### config.mk
export PLATFORM = sky130hd
export DESIGN_NAME = fast_timer_n
export DESIGN_NICKNAME = d
export VERILOG_FILES = /design/src/rtl/fast_timer_n.sv
export SDC_FILE = /design/constraint.sdc
export NUM_CORES = 1
export LEC_CHECK = 0
export CORE_AREA = 2 2 72 74
export CTS_CLUSTER_DIAMETER = 80
export DETAILED_ROUTE_END_ITERATION = 7
export DIE_AREA = 0 0 74 76
export PLACE_DENSITY = 0.72
export SYNTH_ARGS = -nofsm -noshare
export SYNTH_HDL_FRONTEND = slang
export SYNTH_SLANG_ARGS = --single-unit
### constraint.sdc
create_clock -name clk -period 3 [get_ports clk]
set_clock_uncertainty 0.1 [all_clocks]
set_input_delay 0.45 -clock clk [delete_from_list [all_inputs] [get_ports clk]]
set_output_delay 0.45 -clock clk [all_outputs]
set_load 0.005 [all_outputs]
### src/rtl/fast_timer_n.sv
// fast_timer_n
//   Reloadable down-counter timer. Produces a registered one-cycle `tick`
//   every R+1 enabled cycles, either once (one-shot) or repeatedly
//   (periodic). `tick` is intended as the clock enable for downstream
//   register banks.
//
// Parameters
//   WIDTH       counter / reload register width (2..24)
//   RBEL_X      placement column of the count datapath
//   RBEL_Y      placement base row
//   RBEL_Z      placement base slot within the row
//   RBEL_GROUP  placement group name shared by all datapath cells
//
// Ports
//   clk       in   clock, single domain
//   rst       in   synchronous active-high reset
//   load_val  in   value written to the reload register
//   load      in   strobe: capture load_val into R (and C when idle)
//   start     in   strobe: (re)start counting from R
//   stop      in   strobe: halt counting, hold count
//   periodic  in   level: 1 = auto-reload at terminal count, 0 = one-shot
//   en        in   count enable (prescaler input)
//   cnt       out  current count value C
//   tick      out  registered one-cycle terminal-count pulse
//   busy      out  run flag
module fast_timer_n #(
  parameter int unsigned WIDTH      = 16,
  parameter int unsigned RBEL_X     = 0,
  parameter int unsigned RBEL_Y     = 0,
  parameter int unsigned RBEL_Z     = 0,
  parameter              RBEL_GROUP = ""
) (
  input  logic             clk,
  input  logic             rst,
  input  logic [WIDTH-1:0] load_val,
  input  logic             load,
  input  logic             start,
  input  logic             stop,
  input  logic             periodic,
  input  logic             en,
  output logic [WIDTH-1:0] cnt,
  output logic             tick,
  output logic             busy
);

  // Elaboration-time sanity checks on the configuration.
  generate
    if (WIDTH < 2 || WIDTH > 24) begin : g_bad_width
      $error("fast_timer_n: WIDTH must be in 2..24");
    end
    if (RBEL_Z > 7) begin : g_bad_slot
      $error("fast_timer_n: RBEL_Z must address a slot 0..7");
    end
    if (RBEL_X > 255 || RBEL_Y > 255) begin : g_bad_xy
      $error("fast_timer_n: RBEL_X/RBEL_Y outside the fabric grid");
    end
    if ($bits(RBEL_GROUP) > 8 * 64) begin : g_bad_group
      $error("fast_timer_n: RBEL_GROUP name too long");
    end
  endgenerate

  logic [WIDTH-1:0] r_q;
  logic [WIDTH-1:0] c_q;
  logic             run_q;
  logic             tick_q;

  // Decrement and zero detect share one carry chain: C + all-ones with
  // carry-in 0 gives C-1, and the carry-out is 0 exactly when C == 0.
  logic [WIDTH:0]   chain;
  logic [WIDTH-1:0] c_dec;
  logic             c_nz;

  always_comb begin
    chain = {1'b0, c_q} + {1'b0, {WIDTH{1'b1}}};
    c_dec = chain[WIDTH-1:0];
    c_nz  = chain[WIDTH];
  end

  always_ff @(posedge clk) begin
    if (rst) begin
      r_q    <= '0;
      c_q    <= '0;
      run_q  <= 1'b0;
      tick_q <= 1'b0;
    end else begin
      tick_q <= 1'b0;
      if (load) begin
        r_q <= load_val;
      end

      if (stop) begin
        // stop wins over start; an idle timer still follows load.
        run_q <= 1'b0;
        if (load && !run_q) begin
          c_q <= load_val;
        end
      end else if (start) begin
        run_q <= 1'b1;
        c_q   <= load ? load_val : r_q;
      end else if (run_q) begin
        // While running, load only touches R; C picks it up on reload.
        if (en) begin
          if (c_nz) begin
            c_q <= c_dec;
          end else begin
            tick_q <= 1'b1;
            if (periodic) begin
              c_q <= r_q;
            end else begin
              run_q <= 1'b0;
            end
          end
        end
      end else if (load) begin
        c_q <= load_val;
      end
    end
  end

  assign cnt  = c_q;
  assign tick = tick_q;
  assign busy = run_q;

endmodule

After elaboration in Yosys (flattened, before gate mapping)
Cells that the tools add are included.
W data, S select, Z words.
{ "op_classes": {"n_eq_ne": 3, "n_mux": 15, "reduce_logical": 6, "bitwise": 2, "add_sub_neg": 1} }
{ "op_table": {"columns": ["cell", "count"], "rows": [
  ["$mux W16", 9],
  ["$add A16 B16 Y17 const B", 1],
  ["$mux W1", 6],
  ["$ne A5 B5 Y1 const B", 1],
  ["$reduce_or A5 Y1", 1],
  ["$ne A4 B4 Y1 const B", 1],
  ["$reduce_and A4 Y1", 1],
  ["$reduce_bool A4 Y1", 1],
  ["$ne A2 B1 Y1 const B", 1],
  ["$not A1 Y1", 2],
  ["$reduce_or A2 Y1", 1],
  ["$logic_and A1 B1 Y1", 1],
  ["$logic_not A1 Y1", 1]
]} }
{ "word_totals": {"reg_bits": 34, "word_cells": 31, "output_inout_bits": 18} }

Depth between registers and ports, before layout
{ "logic_depth": {"word_depth": 6, "ltp_mapped": 9, "depth_no_buf": 7} }

Worst setup path after synthesis
OpenSTA, ideal clock, no wires.
{ "synth_path": {"path_type": "flip-flop to flip-flop", "startpoint": "register c_q[0] (netlist: cnt[0])", "endpoint": "register c_q[14] (netlist: cnt[14])", "arrival_time_ns": 2.148, "required_time_ns": 2.769, "setup_time_ns": 0.131, "path_buffers": 2, "path_stages_with_launch": 10, "synth_period_minus_slack_ns": 2.379, "setup_slack_ns": 0.621, "path_cell_list": "dfxtp_1 -> inv_1 -> ha_1 -> or3b_1 -> buf_6 -> or3_4 -> buf_6 -> or3_1 -> a31oi_1 -> o41ai_1"} }
{ "synth_via": {"elab_chain_cells": 6} }
{ "synth_lines": {"columns": ["element", "line_no", "rtl"], "rows": [
  ["start, declared", "63", "logic [WIDTH-1:0] c_q;"],
  ["start signal, assigned", "95", "c_q <= load_val;"],
  ["start signal, assigned", "99", "c_q <= load ? load_val : r_q;"],
  ["start signal, assigned", "108", "c_q <= r_q;"],
  ["$add A16 B16 Y17 (*)", "74", "chain = {1'b0, c_q} + {1'b0, {WIDTH{1'b1}}};"],
  ["$mux W16", "103", "if (c_nz) begin"],
  ["$mux W16", "102", "if (en) begin"],
  ["$mux W16", "100", "end else if (run_q) begin"],
  ["$mux W16", "97", "end else if (start) begin"],
  ["$mux W16", "91", "if (stop) begin"]
]} }
Mark *: on every way between the ends. The rest lies on a longest branch, timed or not. The select of a mux whose other input is x is not followed.
A chain may end at the register's enable or synchronous reset.

Worst setup path after layout
{ "layout_path": {"startpoint": "register c_q[1] (netlist: cnt[1])", "endpoint": "register c_q[9] (netlist: cnt[9])"} }
Same word-level chain as after synthesis.

==> impl_summary.log <==
[metrics] Die Width: 74 um
[metrics] post-DP HPWL: 4.87 mm
[metrics] number of instances in the placed design: 369
[metrics] number of inserted diodes: 0
[metrics] cell area reported after detailed placement: 2720 um^2
[metrics] Yosys Warn Count: 0
[metrics] part of the cycle the worst path needs: 0.902
[metrics] initial antenna violation count: 0
[metrics] Yosys cell types: 55
[metrics] clk slew on worst S/H paths: 70 ps
[metrics] minimum period implied by the final worst setup slack: 2710 ps
[metrics] DR top layer: met4
[metrics] total buffers and inverters traversed by the critical path: 1
[metrics] violation count after the first detailed-routing iteration: 165
[metrics] kind of path behind the tightest hold check: flop to flop
[metrics] Die Footprint: 5620 um^2
[metrics] H-tree depth: 2
[metrics] Pre-Repair DR Iteration Count: 5
[metrics] maximum number of pins on one net before global-route repair: 24
[metrics] setup slack of the worst register-to-register path: 290 ps
[metrics] total CTS buffers: 5
[metrics] Post-layout nets: 330
[metrics] EDFF count, synth: 0
[metrics] final-layout setup total negative slack: 0 ps
[metrics] final-report setup violation count: 0
[metrics] worst stage delay on the critical path: 560 ps
[metrics] Tot Pwr: 1.27 mW
[metrics] VDD IR-drop max: 0.287 mV
[metrics] Worst Min Path Start: r_q[12]$_SDFF_PP0_
[metrics] starting density of the core: 0.454
[metrics] number of standard cells in the final layout excluding fillers: 377
[metrics] Synth Area per Inst: 8.39 um^2
[metrics] cells along the critical path: inv_1 -> ha_1 -> or3b_1 -> or3_4 -> or4_1 -> o311ai_0 -> o31ai_1
[metrics] aggregate global routing overflow: 0
[metrics] wire length of the first global-routing pass: 10.8 mm
[metrics] via count: 2,259
[metrics] fillers: 466
[metrics] Std-Cell Core Area: 4910 um^2
[metrics] fraction of registers with async set or reset after synthesis: 0
[metrics] quantity of gates resized following cts: 0
[metrics] run status: complete, no violations
[metrics] Worst slew margin: 0.447
[metrics] sequential-to-total area share from yosys stat: 0.305
[metrics] P_leak: 1.05 nW
[metrics] critical path's top delay family: simple AND/OR/NAND/NOR gates
[metrics] number of routed nets with antenna violations: 0
[metrics] Max Transition Viols Final: 0
[metrics] standard cell with the maximum stage delay on the critical path: sky130_fd_sc_hd__or3b_1
[metrics] Chip Height: 76 um
[metrics] clock tree root buffer cell: sky130_fd_sc_hd__clkbuf_8
[metrics] aggregate routed wire length: 6.72 mm
[metrics] number of global-route vias before repair: 2,031
[metrics] final weighted congestion in routability-driven placement: 0.879
[metrics] cell area after synthesis: 2230 um^2
[metrics] worst skew pair latency: 290 ps
[metrics] critical path endpoint category: flop
[metrics] number of setup buffers added after CTS: 0
[metrics] largest fanout on the critical path: 11
[metrics] total power divided by cell area: 452 nW/um^2
[metrics] max-cap violations: 0
[metrics] worst path arrival time: 2770 ps
[metrics] post-synthesis cell count: 266
[metrics] type of origin of the critical path: flop
[metrics] beginning of the critical path: cnt[1]$_SDFFE_PP0P_
[metrics] count of state elements after synthesis: 34
[metrics] maximum clock rate: 370 MHz
[metrics] total clock sinks: 34
[metrics] drc violations: 0
[metrics] Most used DFF post-synth: sky130_fd_sc_hd__dfxtp_1
[metrics] beginning of the worst register-to-register path: cnt[1]$_SDFFE_PP0P_
[metrics] I/O pin total: 41
[metrics] maximum number of buffers from clock root to sink: 2
[metrics] Worst Setup Path Type: flop to flop
[metrics] met3 wire length: 418 um
[metrics] Final Instance Area: 2810 um^2
[metrics] TritonCTS clock tree: done
[metrics] number of hold violations in the final report: 0
[metrics] global routing usage summed across all routing layers: 0.246
[metrics] average wire length per cell after detail routing: 17.8 um
[metrics] CTS Hold Buffers Added: 0
[metrics] required time at the endpoint of the critical path: 3060 ps
[metrics] detail-routed via count per cell: 5.99
[metrics] met2 wirelength from detailed routing: 3.02 mm
[metrics] # port buffers: 40
[metrics] detailed-route wire length on metal 1: 3.10 mm
[metrics] area added between synthesis and finish: 25.9%
[metrics] setup repair after global routing missed its margin: false
[metrics] Net Count, Synth: 290
[metrics] row count: 26
[metrics] Tightest Pin Transition: 828 ps
[metrics] layout cells sized above 1: 0.104
==> per-stage QoR <==
stage / hold WS [ps] / utilization / worst slack (ps)
after detailed placement: 388 / 0.553 / 277
after floorplan: 353 / - / 621
after global routing: 454 / 0.572 / 110
after CTS: 407 / 0.572 / 327
after global placement: 379 / 0.553 / 351
final: 413 / 0.572 / 295
==> metal layers <==
metal,vias to the layer above,global-route usage
li1,1107,-
met1,1054,0.353
met2,84,0.364
met3,14,0.0450
met4,0,0.0927
met5,-,0
==> where the power goes <==
group	internal, mW	switching, mW	leakage (nW)	total (mW)
Clock	0.185	0.169	0.0482	0.354
Sequential	0.486	0.0486	0.281	0.535
Combinational	0.181	0.201	0.716	0.381
Total	0.852	0.418	1.05	1.27
==> final cells by class <==
class / count / area [um^2] / area share
Multi-Input combinational cell: 199 / 1400 / 0.499
Sequential cell: 34 / 681 / 0.242
Timing Repair Buffer: 53 / 498 / 0.177
Tap cell: 70 / 87.6 / 0.0312
Clock buffer: 7 / 86.3 / 0.0307
Inverter: 13 / 48.8 / 0.0174
Clock inverter: 1 / 5.00 / 0.00178
==> state kept, by name (all words and copies together), names as in the netlist <==
name and count:
r_q 16, busy 1, cnt 16, tick 1
==> final timing paths <==
path,cells past startpoint,endpoint
worst max-delay path,7,cnt[9]$_SDFFE_PP0P_
worst min-delay path,2,r_q[12]$_SDFF_PP0_
worst max register to register,7,cnt[9]$_SDFFE_PP0P_
worst min register to register,2,r_q[12]$_SDFF_PP0_
==> tightest hold or removal path: stages, from the launching register on <==
cell	delay [ps]
sky130_fd_sc_hd__dfxtp_1	340
sky130_fd_sc_hd__mux2i_1	70
sky130_fd_sc_hd__nor2_1	70
==> cells in the mapped netlist (all sizes together), types with 4 or more instances <==
master	number	share of area
nor4	7	0.032
nand3b	5	0.017
a22o	7	0.027
a31oi	4	0.011
clkbuf	11	0.019
nor3	6	0.019
or4	4	0.013
buf	9	0.026
mux2i	16	0.072
inv	13	0.022
a21oi	8	0.018
nor2b	4	0.011
o21ai	12	0.027
nor2	33	0.056
a211oi	9	0.030
o211ai	6	0.020
o22ai	4	0.011
dfxtp	34	0.31
xor2	4	0.016
a221oi	12	0.047
nand2	8	0.013
or3	8	0.027
nand2b	4	0.011
==> logic make-up after synthesis <==
group,after synthesis,synth area share
fa+ha+maj,1,0.00561
xor+xnor,7,0.0275
flops,34,0.305
buf+inv,33,0.0662
simple gates,86,0.219
mux,16,0.0718
compound gates,89,0.305
==> cells in the final DEF (no fill, tap or decap), drive strengths merged, types with 4 or more instances in the layout <==
cell           netlist  routed
xor2                 4       4
or3                  8       8
clkbuf              11       7
nand2                8       8
o211ai               6       6
a221oi              12      12
inv                 13      13
o21ai               12      12
o22ai                4       4
a21oi                8       8
nor2b                4       4
nor2                33      33
mux2i               16      16
or4                  4       4
buf                  9      13
nor4                 7       7
nand2b               4       4
dfxtp               34      34
a31oi                4       4
a22o                 7       7
nand3b               5       5
nor3                 6       6
a211oi               9       9
clkdlybuf4s50        0      40
No activity file was read; power rests on OpenSTA's default activity.
